<file path="config.mk">
export PLATFORM = sky130hd
export DESIGN_NAME = fetch_controller_flat
export DESIGN_NICKNAME = d
export VERILOG_FILES = /design/src/rtl/cpu_pkg.sv /design/src/rtl/fetch_controller_if.sv /design/src/rtl/fetch_perf_cnt.sv /design/src/rtl/fetch_controller.sv /design/src/flat_wrapper.sv
export SDC_FILE = /design/constraint.sdc
export NUM_CORES = 1
export LEC_CHECK = 0
export CAP_MARGIN = 25
export CELL_PAD_IN_SITES_DETAIL_PLACEMENT = 0
export CELL_PAD_IN_SITES_GLOBAL_PLACEMENT = 2
export CORE_MARGIN = 3
export CORE_UTILIZATION = 30
export DETAILED_ROUTE_END_ITERATION = 7
export DONT_BUFFER_PORTS = 1
export PLACE_DENSITY = 0.69
export SLEW_MARGIN = 20
export SYNTH_ARGS = -nofsm -noshare
export SYNTH_HDL_FRONTEND = slang
export SYNTH_SLANG_ARGS = --single-unit
</file>
<file path="constraint.sdc">
create_clock -name clk -period 1.65 [get_ports clk]
set_input_delay 0.0825 -clock clk [delete_from_list [all_inputs] [get_ports clk]]
set_output_delay 0.0825 -clock clk [all_outputs]
set_load 0.01 [all_outputs]
</file>
<file path="src/rtl/cpu_pkg.sv">
// Shared CPU definitions: datapath widths, the 5-bit opcode map and the
// fetch-stage state encoding used by fetch_controller and its helpers.
package cpu_pkg;

  localparam int INSTR_W = 9;
  localparam int OP_W    = 5;
  localparam int PC_W    = 16;

  localparam logic [OP_W-1:0] OP_NOP   = 5'b00000;
  localparam logic [OP_W-1:0] OP_LOAD  = 5'b00001;
  localparam logic [OP_W-1:0] OP_STORE = 5'b00010;
  localparam logic [OP_W-1:0] OP_ADD   = 5'b00011;
  localparam logic [OP_W-1:0] OP_SUB   = 5'b00100;
  localparam logic [OP_W-1:0] OP_JMP   = 5'b00101;
  localparam logic [OP_W-1:0] OP_BEQ   = 5'b00110;
  localparam logic [OP_W-1:0] OP_HALT  = 5'b11010;

  typedef enum logic [1:0] {
    ST_IDLE   = 2'd0,
    ST_FETCH  = 2'd1,
    ST_HALTED = 2'd2
  } fetch_state_t;

  function automatic logic [OP_W-1:0] opcode_of(input logic [INSTR_W-1:0] instr);
    return instr[INSTR_W-1 -: OP_W];
  endfunction

endpackage

</file>
<file path="src/rtl/fetch_controller_if.sv">
// Fetch-stage bus: control inputs, the ROM address/data pair and the IF/ID
// register outputs. master = fetch controller, slave = its environment.
interface fetch_controller_if;
  import cpu_pkg::*;

  logic                start;
  logic                stall;
  logic                redirect_valid;
  logic [PC_W-1:0]     redirect_pc;
  logic [PC_W-1:0]     pc;
  logic [INSTR_W-1:0]  rom_instr;
  logic [INSTR_W-1:0]  if_instr;
  logic [PC_W-1:0]     if_pc;
  logic                if_valid;
  logic                busy;
  logic                halted;
  logic [PC_W-1:0]     fetch_count;

  modport master (
    input  start, stall, redirect_valid, redirect_pc, rom_instr,
    output pc, if_instr, if_pc, if_valid, busy, halted, fetch_count
  );

  modport slave (
    output start, stall, redirect_valid, redirect_pc, rom_instr,
    input  pc, if_instr, if_pc, if_valid, busy, halted, fetch_count
  );

endinterface

</file>
<file path="src/rtl/fetch_perf_cnt.sv">
// Saturating count of accepted fetches; cleared by reset or a new program start.
module fetch_perf_cnt
  import cpu_pkg::*;
(
  input  logic            clk,
  input  logic            reset,
  input  logic            clear,
  input  logic            inc,
  output logic [PC_W-1:0] count
);

  always_ff @(posedge clk) begin
    if (reset || clear) begin
      count <= '0;
    end else if (inc && (count != '1)) begin
      count <= count + PC_W'(1);
    end
  end

endmodule

</file>
<file path="src/rtl/fetch_controller.sv">
// Instruction fetch stage: drives pc to a combinational ROM and registers the
// IF/ID word. Define FETCH_PERF_CNT_EN to build the accepted-fetch counter.
module fetch_controller
  import cpu_pkg::*;
#(
  parameter logic [PC_W-1:0] START_PC = 16'd1,
  parameter logic [OP_W-1:0] HALT_OP  = 5'b11010
) (
  input  logic              clk,
  input  logic              reset,
  fetch_controller_if.master bus
);

  fetch_state_t        state, next_state;
  logic [PC_W-1:0]     pc_q;
  logic [INSTR_W-1:0]  if_instr_q;
  logic [PC_W-1:0]     if_pc_q;
  logic                if_valid_q;

  logic is_halt;
  logic accept;
  logic take_redirect;
  logic load_start;
  logic clear_valid;

  assign is_halt = (opcode_of(bus.rom_instr) == HALT_OP);

  always_ff @(posedge clk) begin
    if (reset) begin
      state <= ST_IDLE;
    end else begin
      state <= next_state;
    end
  end

  // Redirect outranks both stall and a halt word arriving in the same cycle.
  always_comb begin
    next_state    = state;
    accept        = 1'b0;
    take_redirect = 1'b0;
    load_start    = 1'b0;
    clear_valid   = 1'b0;
    case (state)
      ST_IDLE: begin
        clear_valid = 1'b1;
        if (bus.start) begin
          load_start = 1'b1;
          next_state = ST_FETCH;
        end
      end
      ST_FETCH: begin
        if (bus.redirect_valid) begin
          take_redirect = 1'b1;
        end else if (!bus.stall) begin
          accept = 1'b1;
          if (is_halt) begin
            next_state = ST_HALTED;
          end
        end
      end
      ST_HALTED: begin
        clear_valid = !bus.stall;
        if (bus.start) begin
          load_start = 1'b1;
          next_state = ST_FETCH;
        end
      end
      default: begin
        next_state = ST_IDLE;
      end
    endcase
  end

  always_ff @(posedge clk) begin
    if (reset) begin
      pc_q       <= START_PC;
      if_instr_q <= '0;
      if_pc_q    <= '0;
      if_valid_q <= 1'b0;
    end else begin
      if (load_start) begin
        pc_q <= START_PC;
      end
      if (take_redirect) begin
        pc_q       <= bus.redirect_pc;
        if_valid_q <= 1'b0;
      end
      if (accept) begin
        if_instr_q <= bus.rom_instr;
        if_pc_q    <= pc_q;
        if_valid_q <= 1'b1;
        if (!is_halt) begin
          pc_q <= pc_q + PC_W'(1);
        end
      end
      if (clear_valid) begin
        if_valid_q <= 1'b0;
      end
    end
  end

  assign bus.pc       = pc_q;
  assign bus.if_instr = if_instr_q;
  assign bus.if_pc    = if_pc_q;
  assign bus.if_valid = if_valid_q;
  assign bus.busy     = (state == ST_FETCH);
  assign bus.halted   = (state == ST_HALTED);

`ifdef FETCH_PERF_CNT_EN
  logic [PC_W-1:0] perf_count;

  fetch_perf_cnt u_perf_cnt (
    .clk   (clk),
    .reset (reset),
    .clear (load_start),
    .inc   (accept),
    .count (perf_count)
  );

  assign bus.fetch_count = perf_count;
`else
  assign bus.fetch_count = '0;
`endif

endmodule

</file>
<file path="src/flat_wrapper.sv">
// flat-port wrapper written by rule: the top's interface ports become plain ports
module fetch_controller_flat import cpu_pkg::*;
#(
  parameter logic [PC_W-1:0] START_PC = 16'd1,
  parameter logic [OP_W-1:0] HALT_OP  = 5'b11010
)
  (clk, reset, bus_start, bus_stall, bus_redirect_valid, bus_redirect_pc, bus_rom_instr, bus_pc, bus_if_instr, bus_if_pc, bus_if_valid, bus_busy, bus_halted, bus_fetch_count);
  fetch_controller_if bus_i ();
  input  logic clk;
  input  logic reset;
  input wire logic [$bits(bus_i.start)-1:0] bus_start;
  input wire logic [$bits(bus_i.stall)-1:0] bus_stall;
  input wire logic [$bits(bus_i.redirect_valid)-1:0] bus_redirect_valid;
  input wire logic [$bits(bus_i.redirect_pc)-1:0] bus_redirect_pc;
  input wire logic [$bits(bus_i.rom_instr)-1:0] bus_rom_instr;
  output wire logic [$bits(bus_i.pc)-1:0] bus_pc;
  output wire logic [$bits(bus_i.if_instr)-1:0] bus_if_instr;
  output wire logic [$bits(bus_i.if_pc)-1:0] bus_if_pc;
  output wire logic [$bits(bus_i.if_valid)-1:0] bus_if_valid;
  output wire logic [$bits(bus_i.busy)-1:0] bus_busy;
  output wire logic [$bits(bus_i.halted)-1:0] bus_halted;
  output wire logic [$bits(bus_i.fetch_count)-1:0] bus_fetch_count;
  assign bus_i.start = bus_start;
  assign bus_i.stall = bus_stall;
  assign bus_i.redirect_valid = bus_redirect_valid;
  assign bus_i.redirect_pc = bus_redirect_pc;
  assign bus_i.rom_instr = bus_rom_instr;
  assign bus_pc = bus_i.pc;
  assign bus_if_instr = bus_i.if_instr;
  assign bus_if_pc = bus_i.if_pc;
  assign bus_if_valid = bus_i.if_valid;
  assign bus_busy = bus_i.busy;
  assign bus_halted = bus_i.halted;
  assign bus_fetch_count = bus_i.fetch_count;
  fetch_controller #(.START_PC(START_PC), .HALT_OP(HALT_OP)) u_core (.clk(clk), .reset(reset), .bus(bus_i));
endmodule
</file>
==> After elaboration in Yosys (flattened, before gate mapping) <==
Cells that the tools add are included.
{ "word_totals": {"regBits": 44, "latch_bits": 0, "ram_bits": 0, "romBits": 0, "in_bits": 30, "out_inout_bits": 60, "wordCells": 38, "mem_count": 0} }
{ "classes": {"addsub": 1, "mul": 0, "div_mod_pow": 0, "order_cmp": 0, "eq_ne": 7, "shift": 0, "mux": 19, "n_bitwise": 0, "n_reduce_logical": 6} }
{ "ops": {"columns": ["cell", "count"], "rows": [
  ["16-bit 2-to-1 mux", 4],
  ["16-bit by 1-bit adder with 16-bit output, second input constant", 1],
  ["1-bit 2-to-1 mux", 9],
  ["2-bit 2-to-1 mux", 4],
  ["5-bit equality test, second input constant", 1],
  ["2-bit by 1-bit != test with 1-bit output, second input constant", 2],
  ["2-bit != test, second input constant", 2],
  ["2-bit one-hot mux with 2 select lines", 1],
  ["4-bit AND reduction", 1],
  ["2-bit OR reduction", 2],
  ["2-bit by 1-bit equality test with 1-bit output, second input constant", 1],
  ["2-bit equality test, second input constant", 1],
  ["2-bit zero test", 1],
  ["1-bit one-hot mux with 2 select lines", 1],
  ["2-bit nonzero test", 1],
  ["1-bit zero test", 1]
]} }

==> Depth between registers and ports, before layout <==
Gate-level depths: netlist (run 1).
{ "logic_depth": {"ltp_word": 7, "ltp_mapped": 6, "depth_no_buf": 5} }

==> Worst setup path after synthesis (run 1) <==
OpenSTA, ideal clock, no wires.
{ "synth_timing": {"path_type": "register -> register", "startpoint": "register u_core.state[1]", "endpoint": "register u_core.pc_q[14], in the netlist u_core.bus.pc[14]", "setup_ps": 79, "t_arrival_ps": 1537, "required_time_ps": 1571, "path_slack_ps": 33, "path_stages_with_launch": 7, "n_path_buf": 2, "period_less_slack_ps": 1617, "cell_sequence": "dfxtp_1 or4b_1 buf_2 a21oi_4 buf_6 a211oi_1 a211oi_2"} }
{ "synth_via": {"elab_chain_len": 7, "word_cells_on_any_way": 11, "cone_classes": "2 x eq/ne; 7 x mux; 2 x reduce/logical"} }
{ "synth_rtl": {"columns": ["element", "line_no", "text"], "rows": [
  ["start: declaration", "fetch_controller.sv:14", "fetch_state_t state, next_state;"],
  ["start signal: assignment", "fetch_controller.sv:32", "state <= next_state;"],
  ["2-bit equality test or 2-bit zero test (tied branches)", "fetch_controller.sv:43", "case (state)"],
  ["2-bit OR reduction (no source line)", null, null],
  ["1-bit 2-to-1 mux", null, null],
  ["16-bit 2-to-1 mux", "fetch_controller.sv:81", "if (load_start) begin"],
  ["16-bit 2-to-1 mux", "fetch_controller.sv:84", "if (take_redirect) begin"],
  ["16-bit 2-to-1 mux", "fetch_controller.sv:92", "if (!is_halt) begin"],
  ["16-bit 2-to-1 mux *", "fetch_controller.sv:88", "if (accept) begin"],
  ["end signal: assignment", "fetch_controller.sv:85", "pc_q <= bus.redirect_pc;"],
  ["end signal: assignment", "fetch_controller.sv:93", "pc_q <= pc_q + PC_W'(1);"],
  ["end: declaration", "fetch_controller.sv:15", "logic [PC_W-1:0] pc_q;"]
]} }
Every way passes the cells marked *; elsewhere a longest branch is shown, timed or not.
A chain may end at the register's enable or synchronous reset.

==> Worst setup path after layout (run 1) <==
{ "layout_timing": {"startpoint": "register u_core.state[1]", "endpoint": "register u_core.pc_q[4], in the netlist u_core.bus.pc[4]"} }
Same word-level chain as after synthesis.

==> results of run 1 <==
## placed cells by master (no fill, tap or decap), types with 5 or more instances in the layout
| master | n |
|---|---|
| inv_1 | 5 |
| dlygate4sd3_1 | 13 |
| nor2_1 | 8 |
| a21oi_1 | 27 |
| a211oi_1 | 12 |
| a211oi_2 | 14 |
| clkbuf_8 | 5 |
| xnor2_1 | 13 |
| and3_1 | 11 |
| dfxtp_1 | 42 |
| buf_4 | 28 |
| nand2_1 | 55 |
| conb_1 | 16 |
## timing repair
item                                    CTS  global route
setup buffers                             1             4
hold buffers                             14             0
pin swaps                                 0             8
endpoints found under the hold margin    44             0
resized for setup                         3            12
cloned                                    1             2
endpoints found under the setup margin    5            17
## report_power, final
part	total, W	internal [W]	leakage (nW)	switching [W]
Combinational	0.000360	0.000163	0.598	0.000196
Sequential	0.00113	0.00110	0.358	0.0000326
Clock	0.000639	0.000274	0.0359	0.000365
Total	0.00213	0.00153	0.991	0.000594
## flip-flops by register name, indices dropped and copies added, names as in the netlist
name	count
u_core.bus.if_pc	16
u_core.bus.pc	16
u_core.bus.if_instr	9
u_core.state	2
u_core.bus.if_valid	1
## per-stage QoR
step / TNS (ns) / hold slack [ns] / instances / util [%]
after global routing: 0 / 0.00214 / 399 / 38.7
after detailed placement: 0 / 0.156 / 372 / 33.5
after floorplan: 0 / 0.218 / 281 / -
after CTS: -0.00173 / 0.0430 / 393 / 37.2
after global placement: 0 / 0.156 / 372 / 33.5
final: 0 / 0.00105 / 399 / 38.7
## worst reg2reg max path, cell delays in order (launching register included)
cell,delay [ns]
dfxtp_2,0.33
or4b_4,0.50
a21oi_4,0.15
buf_12,0.14
buf_6,0.12
a211oi_1,0.05
a211oi_2,0.20
## cell families (layout without fill, tap and decap cells)
kind of cell / count (synthesis) / in the layout
compound gates: 63 / 63
other cells: 1 / 16
buf+inv: 39 / 58
fa+ha+maj: 1 / 1
simple gates: 101 / 101
xor+xnor: 14 / 14
mux: 3 / 3
flops: 44 / 44
## worst max path at each step
stage | from | to | slack, ns | depth (start not counted)
floorplan | u_core.state[1] | u_core.bus.pc[14] | 0.03 | 6
global placement | u_core.state[1] | u_core.bus.pc[13] | 0.02 | 5
detailed placement | u_core.state[1] | u_core.bus.pc[2] | 0.0006 | 5
CTS | u_core.state[1] | u_core.bus.pc[4] | -0.001 | 5
global route | u_core.bus.pc[1] | u_core.bus.pc[10] | 0.008 | 6
finish | u_core.state[1] | u_core.bus.pc[4] | 0.1 | 6
## routing by layer
layer / up-vias / share of wire [%] / GRT usage [%]
li1: 968 / - / -
met1: 923 / 44 / 19.1
met2: 59 / 48 / 25.6
met3: 8 / 6.3 / 4.55
met4: 0 / 1.9 / 5.25
met5: - / 0 / 0
## synth_stat cells
master / n
a221oi_1: 3
dfxtp_1: 44
xnor2_1: 13
mux2_2: 3
a211oi_2: 14
clkbuf_1: 8
buf_6: 2
a2bb2oi_1: 1
a311oi_1: 1
conb_1: 1
and3_1: 11
a22o_1: 1
a211o_1: 1
ha_1: 1
or4b_1: 1
o31ai_1: 1
a21o_1: 1
buf_1: 2
and4bb_2: 1
nor4_1: 5
nor3_1: 4
nand4_1: 3
buf_2: 5
and2_1: 1
nand3_1: 5
xor2_1: 1
nor2b_1: 2
nor2_1: 8
a21oi_4: 1
nand2_1: 55
a21oi_1: 27
nand3b_1: 1
inv_1: 5
and2b_1: 1
nor3b_2: 1
buf_4: 17
a211oi_1: 12
nand2b_1: 2
## layout make-up
type	instances	area share [%]
inverter	5	0.665
timing repair buffer	48	17.1
multi-input combinational	198	44.1
sequential	44	31.3
tap	99	4.39
clock buffer	5	2.44
==> flow_summary.toml, run 1 <==
[status]
outcome = "finished clean"

[final_layout]
diodes = 0
design_area_sq_um = 2820
nNetsFinal = 333
drive_gt1_share_pct = 23.3
areaGrowthSynthToFinish_pct = 24.9
multi_input_area_sq_um = 1240
seq_area_sq_um = 883
fillCellCount = 777

[worst_setup_path]
worstSetupStartpointType = "flip-flop"
ff2ff_setup_slack_ns = 0.1
cp.required_ns = 1.87
crit_type = "flip-flop to flip-flop"
critPathMaxFanout = 6
critPathBufInv = 2
rr_worst_depth = 6
r2r-end = "u_core.bus.pc[4]"
r2r-start = "u_core.state[1]"
crit_family = "simple AND/OR/NAND/NOR gates"
cp_slowest_cell = "or4b_4"
critPathMaxStageDelay_ns = 0.50
end_kind = "flip-flop"
worst-endpoint-arrival_ns = 1.78
path_cells = "or4b_4 -> a21oi_4 -> buf_12 -> buf_6 -> a211oi_1 -> a211oi_2"

[synthesis]
synthSimpleGateAreaFrac_pct = 21.3
synth_compound_area_share_pct = 21.8
synth_area_leader_cell = "dfxtp_1"
ys_ff_latch = 44
yosysTopAreaCellShare_pct = 39.0
synth-xor-area-share_pct = 5.43
synth_top_family_by_area = "compound AO/OA/AOI/OAI gates"
netlist_area_sq_um = 2260
synth.area.top_cells = "dfxtp_1 (39%), nand2_1 (9.1%), a211oi_2 (7.8%)"
synth.distinct_cells = 38
synthesis.instances = 266
yosysWarningCount = 0
synthMuxAreaShare_pct = 1.50
synth_seq_area_share_pct = 39.0
synthAdderAreaFrac_pct = 0.554
synth.avg_cell_area_sq_um = 8.49

[cts]
clock_sinks = 44
cts.htree.levels = 2
cts_buffers = 5
clock_latency_ns = 0.30
clk_pin_slew_ns = 0.08
clockBufferDepth = 2
tritoncts = "built"
root_buffer = "clkbuf_8"

[floorplan]
boundaryPins = 90
placementRows = 31
die_y_um = 92.8
dieArea_sq_um = 8610
coreArea_sq_um = 7290
die_w_um = 92.8
initial_utilization_pct = 31.0

[power_and_ir_drop]
p_leak_nw = 0.991
ir_worst_vdd_mv = 0.392
p_per_area_nw_per_um2 = 754
power.total_w = 0.00213

[routing]
firstDrtPassIters = 4
drc = 0
drt_iter0_drc = 53
wire_per_inst_um = 16.8
vias = 1958
vias_per_cell = 4.91
final_antenna_net_count = 0
wirelength_um = 6710

[hold_path]
whs_path_depth = 2
hold_class = "primary input to flip-flop"
hold_path.startpoint = "bus_redirect_pc[8]"
min_to = "u_core.bus.pc[8]"

[global_route]
grt_use_total_pct = 15.4
grt_antenna_before_repair = 0
gr-total-overflow = 0
grt_first_pass_wirelength_um = 10400
grt_pass1_vias = 1906
grt_max_degree = 45

[sta]
finalCritPeriodShare_pct = 94.2
setup_viol = 0
worst_slack_ns = 0.0961
rsz0062_at_grt = "false"
hold_viol = 0
max_freq_ghz = 0.644
fin_skew_ns = 0.00853
period_minus_slack_ns = 1.55
drv_slew = 0

[placed_design]
hpwlAfterDp_um = 4320
place_ws_ns = 0.000558
gp_congestion = 0.754
io_buffers = 0
place_area_sq_um = 2440

[job]
drv_cap = 0
Power figures use the tool's default switching activity.
==> inputs of run 2 (changes only) <==
Settings changed: PLACE_DENSITY 0.69 to 0.66.
Clock period 1.65 ns to 1.9 ns, I/O delays scaled along.
==> flow_summary.toml, run 2 (synthesis results as in run 1) <==
[global_route]
grt_first_pass_wirelength_um = 9780
grt_max_degree = 45
gr-total-overflow = 0
grt_pass1_vias = 1741
grt_antenna_before_repair = 0
grt_use_total_pct = 14.5

[worst_setup_path]
r2r-end = "u_core.bus.pc[2]"
crit_type = "flip-flop to flip-flop"
critPathBufInv = 1
r2r-start = "u_core.state[0]"
worst-endpoint-arrival_ns = 1.98
critPathMaxStageDelay_ns = 0.53
cp_slowest_cell = "or4b_1"
path_cells = "or4b_1 -> a21oi_4 -> buf_4 -> a211oi_1 -> a211oi_2"
end_kind = "flip-flop"
rr_worst_depth = 5
ff2ff_setup_slack_ns = 0.14
worstSetupStartpointType = "flip-flop"
cp.required_ns = 2.12
critPathMaxFanout = 10
crit_family = "simple AND/OR/NAND/NOR gates"

[floorplan]
placementRows = 31
initial_utilization_pct = 31.0
die_w_um = 92.8
die_y_um = 92.8
boundaryPins = 90
coreArea_sq_um = 7290
dieArea_sq_um = 8610

[sta]
finalCritPeriodShare_pct = 92.9
setup-tns-final_ns = 0
fin_skew_ns = 0.00605
worst_slew_pin_slew_ns = 0.519
max_freq_ghz = 0.567
drv_slew = 0
rsz0062_at_grt = "false"
hold_ws_ns = 0.0277
hold_viol = 0
slew_headroom_pct = 65.4
period_minus_slack_ns = 1.76
setup_viol = 0

[placed_design]
gp_congestion = 0.741
io_buffers = 0
numPlacedInstances = 366
hpwlAfterDp_um = 4240

[hold_path]
whs_path_depth = 2
hold_path.startpoint = "bus_redirect_valid"
hold_class = "primary input to flip-flop"
min_to = "u_core.state[0]"

[cts]
clockBufferDepth = 2
root_buffer = "clkbuf_8"
post_cts_buffers = 0
cts_buffers = 5
clk_pin_slew_ns = 0.08
cts.htree.levels = 2
clock_latency_ns = 0.29
tritoncts = "built"
clock_sinks = 44
cts_resized = 0

[routing]
wire_per_inst_um = 16.0
final_antenna_net_count = 0
drt_iter0_drc = 75
drc = 0
vias_per_cell = 4.87
wirelength_um = 6170
firstDrtPassIters = 4
vias = 1881

[final_layout]
final_common_cell = "nand2_1"
final_cell_mix = "nand2_1 (55), dfxtp_1 (44), a21oi_1 (27)"
nNetsFinal = 317
drive_gt1_share_pct = 16.4
stdcell_count = 386
diodes = 0
fillCellCount = 801
areaGrowthSynthToFinish_pct = 16.1

[status]
outcome = "finished clean"

[power_and_ir_drop]
p_per_area_nw_per_um2 = 712
ir_worst_vdd_mv = 0.260
p_leak_nw = 0.896

[job]
drv_cap = 0
-- run 2: changes by cell type in the layout (fill, tap and decap cells not counted), moves of 2 or more --
cell	before	now
nor4_2	2	0
nand3_1	3	5
dlygate4sd3_1	13	11
dfxtp_1	42	44
nand3_2	2	0
nor4_1	3	5
dfxtp_2	2	0
buf_6	2	0
clkbuf_1	0	2
buf_4	28	19
-- run 2: worst max-delay path by stage --
stage,start,to,slack (ns),cells after the start
after floorplan,u_core.state[1],u_core.bus.pc[14],0.28,6
after global placement,u_core.state[0],u_core.bus.pc[3],0.19,5
after detailed placement,u_core.state[0],u_core.bus.pc[2],0.14,5
after CTS,u_core.state[0],u_core.bus.pc[2],0.12,5
after global routing,u_core.state[0],u_core.bus.pc[2],0.009,5
final,u_core.state[0],u_core.bus.pc[2],0.14,5
-- run 2: final cells by class --
class / instances / area, sq um / area share, %
clock buffer: 8 / 90.1 / 3.43
inverter: 5 / 18.8 / 0.715
multi-input combinational: 198 / 1210 / 46.1
sequential: 44 / 881 / 33.6
tap: 99 / 124 / 4.72
timing repair buffer: 32 / 300 / 11.4
-- run 2: through the flow --
step | power [W] | setup slack, ns | cell area, sq um | util, %
2_1_floorplan | 0.00121 | 0.283 | 2320 | -
3_3_place_gp | 0.00123 | 0.194 | 2400 | 32.9
3_5_place_dp | 0.00124 | 0.141 | 2400 | 32.9
4_1_cts | 0.00192 | 0.120 | 2620 | 36.0
5_1_grt | 0.00198 | 0.00944 | 2620 | 36.0
6_report | 0.00187 | 0.135 | 2620 | 36.0
-- run 2: where the power goes --
group          switching, W  internal (W)  total (W)  leakage (nW)
combinational      0.000150      0.000114   0.000264         0.494
sequential        0.0000389      0.000951   0.000990         0.357
clock              0.000316      0.000297   0.000613        0.0455
-- run 2: layer usage --
metal,vias to the layer above,track usage (%),wire (um)
met2,56,23.7,2940
met5,-,0,0
met1,882,18.1,2720
met3,6,5.12,442
li1,937,-,-
met4,0,4.03,66
-- run 2: timing repair --
item,CTS,global route
hold buffers,12,0
setup endpoints to repair,0,0
endpoints found under the hold margin,44,0
==> inputs of run 3 (changes only) <==
Settings changed: PLACE_DENSITY 0.66 to 0.71, SYNTH_HIERARCHICAL set to 1.
==> flow_summary.toml, run 3 <==
[worst_setup_path]
crit_type = "flip-flop to flip-flop"
worstSetupStartpointType = "flip-flop"
worst-endpoint-arrival_ns = 1.95
critPathBufInv = 1
cp.required_ns = 2.11
critPathMaxStageDelay_ns = 0.53
critPathMaxFanout = 32
rr_worst_depth = 5
path_depth = 5
path_cells = "or4b_1 -> a21oi_4 -> buf_12 -> a211oi_1 -> a311oi_1"
end_kind = "flip-flop"
crit_family = "simple AND/OR/NAND/NOR gates"
cp_slowest_cell = "or4b_1"

[synthesis]
async_flop_share_pct = 0
synth_seq_area_share_pct = 38.7
synth_common_cells = "nand2_1 (56), dfxtp_1 (44), a21oi_1 (29)"
synth.distinct_cells = 36
netlist_area_sq_um = 2280
synth.most_common_cell = "nand2_1"
synthesis.instances = 268
ys_ff_latch = 44
yosysWarningCount = 6
synth.area.top_cells = "dfxtp_1 (39%), nand2_1 (9.2%), a211oi_2 (8.8%)"
synth.avg_cell_area_sq_um = 8.50
synth_area_leader_cell = "dfxtp_1"
synth_edf_count = 0
ys.flop_type = "dfxtp_1"
yosysTopAreaCellShare_pct = 38.7

[global_route]
grt_antenna_before_repair = 0
grt_first_pass_wirelength_um = 10500
grt_use_total_pct = 15.5
grt_pass1_vias = 1950
grt_max_degree = 45
gr-total-overflow = 0

[job]
drv_cap = 0

[sta]
setup_viol = 0
hold_viol = 0
setup-tns-final_ns = 0
period_minus_slack_ns = 1.74
hold_ws_ns = 0.0166
fin_skew_ns = 0.00820
rsz0062_at_grt = "false"
finalCritPeriodShare_pct = 91.7
drv_slew = 0
max_freq_ghz = 0.574

[hold_path]
hold_class = "primary input to flip-flop"
whs_path_depth = 2

[floorplan]
die_w_um = 93.1
coreArea_sq_um = 7290
boundaryPins = 90
dieArea_sq_um = 8670
die_y_um = 93.1
initial_utilization_pct = 31.2
placementRows = 31

[routing]
wirelength_um = 6510
drt_iter0_drc = 159
wire_per_inst_um = 16.7
vias_per_cell = 4.99
drc = 0
vias = 1940
final_antenna_net_count = 0
firstDrtPassIters = 4

[cts]
clk_pin_slew_ns = 0.09
cts_buffers = 5
tritoncts = "built"
clockBufferDepth = 2
cts_resized = 0
cts.htree.levels = 2
clock_latency_ns = 0.30
root_buffer = "clkbuf_8"
cts.hold.buffers_added = 13
post_cts_buffers = 0
clock_sinks = 44

[placed_design]
io_buffers = 0
gp_congestion = 0.761
place_area_sq_um = 2430
hpwlAfterDp_um = 4480

[power_and_ir_drop]
ir_worst_vdd_mv = 0.297
p_per_area_nw_per_um2 = 698
p_leak_nw = 0.954
power.total_w = 0.00185

[final_layout]
areaGrowthSynthToFinish_pct = 16.6
final_cell_mix = "nand2_1 (56), dfxtp_1 (44), a21oi_1 (29)"
seq_area_sq_um = 881
drive_gt1_share_pct = 17.9
diodes = 0
multi_input_area_sq_um = 1210
final_common_cell = "nand2_1"
nNetsFinal = 321
fillCellCount = 787
design_area_sq_um = 2660

[status]
outcome = "finished clean"
[run 3: cell types whose count changed in the layout (fill, tap and decap cells not counted), moves of 5 or more]
| cell | change |
|---|---|
| buf_4 | +5 |
| nand4_1 | +5 |
| nor2_1 | -5 |
| nor4_1 | -5 |
| xnor2_1 | -10 |
| xor2_1 | +9 |
[run 3: cell families after synthesis]
kind of cell	after synthesis	synth area share, %
flops	44	38.7
simple gates	101	22.3
compound gates	66	22.4
xor+xnor	13	5.00
other cells	1	0.165
buf+inv	42	10.9
fa+ha+maj	1	0.549
[run 3: final cells by class]
type	instances	area share, %
clock inverter	2	0.471
sequential	44	33.2
timing repair buffer	38	12.8
clock buffer	5	2.59
multi-input combinational	197	45.7
inverter	4	0.566
tap	99	4.67
[run 3: per-stage QoR]
step	worst slack (ns)	cells	util [%]
after detailed placement	0.195	369	33.4
final	0.157	389	36.4
after floorplan	0.223	283	-
after global routing	0.00577	389	36.4
after CTS	0.148	389	36.4
after global placement	0.256	369	33.4
[run 3: worst paths after layout]
check | to | from | slack, ns
setup / recovery | u_core/bus.pc[15] | u_core/state[0] | 0.16
hold / removal | u_core/bus.pc[0] | bus_redirect_pc[0] | 0.02
setup reg to reg | u_core/bus.pc[15] | u_core/state[0] | 0.16
hold reg to reg | u_core/bus.if_pc[6] | u_core/bus.if_pc[6] | 0.50
[run 3: per-layer routing]
| metal | GRT usage (%) | part of all wire [%] | vias to the layer above |
|---|---|---|---|
| met5 | 0 | 0 | - |
| met4 | 4.76 | 1.8 | 0 |
| met2 | 24.8 | 46 | 74 |
| met1 | 19.1 | 43 | 911 |
| li1 | - | - | 946 |
| met3 | 6.03 | 9.2 | 9 |
[run 3: power breakdown]
group	internal, W	switching (W)
registers	0.000952	0.0000364
logic	0.000114	0.000157
clock network	0.000250	0.000343
total	0.00132	0.000536
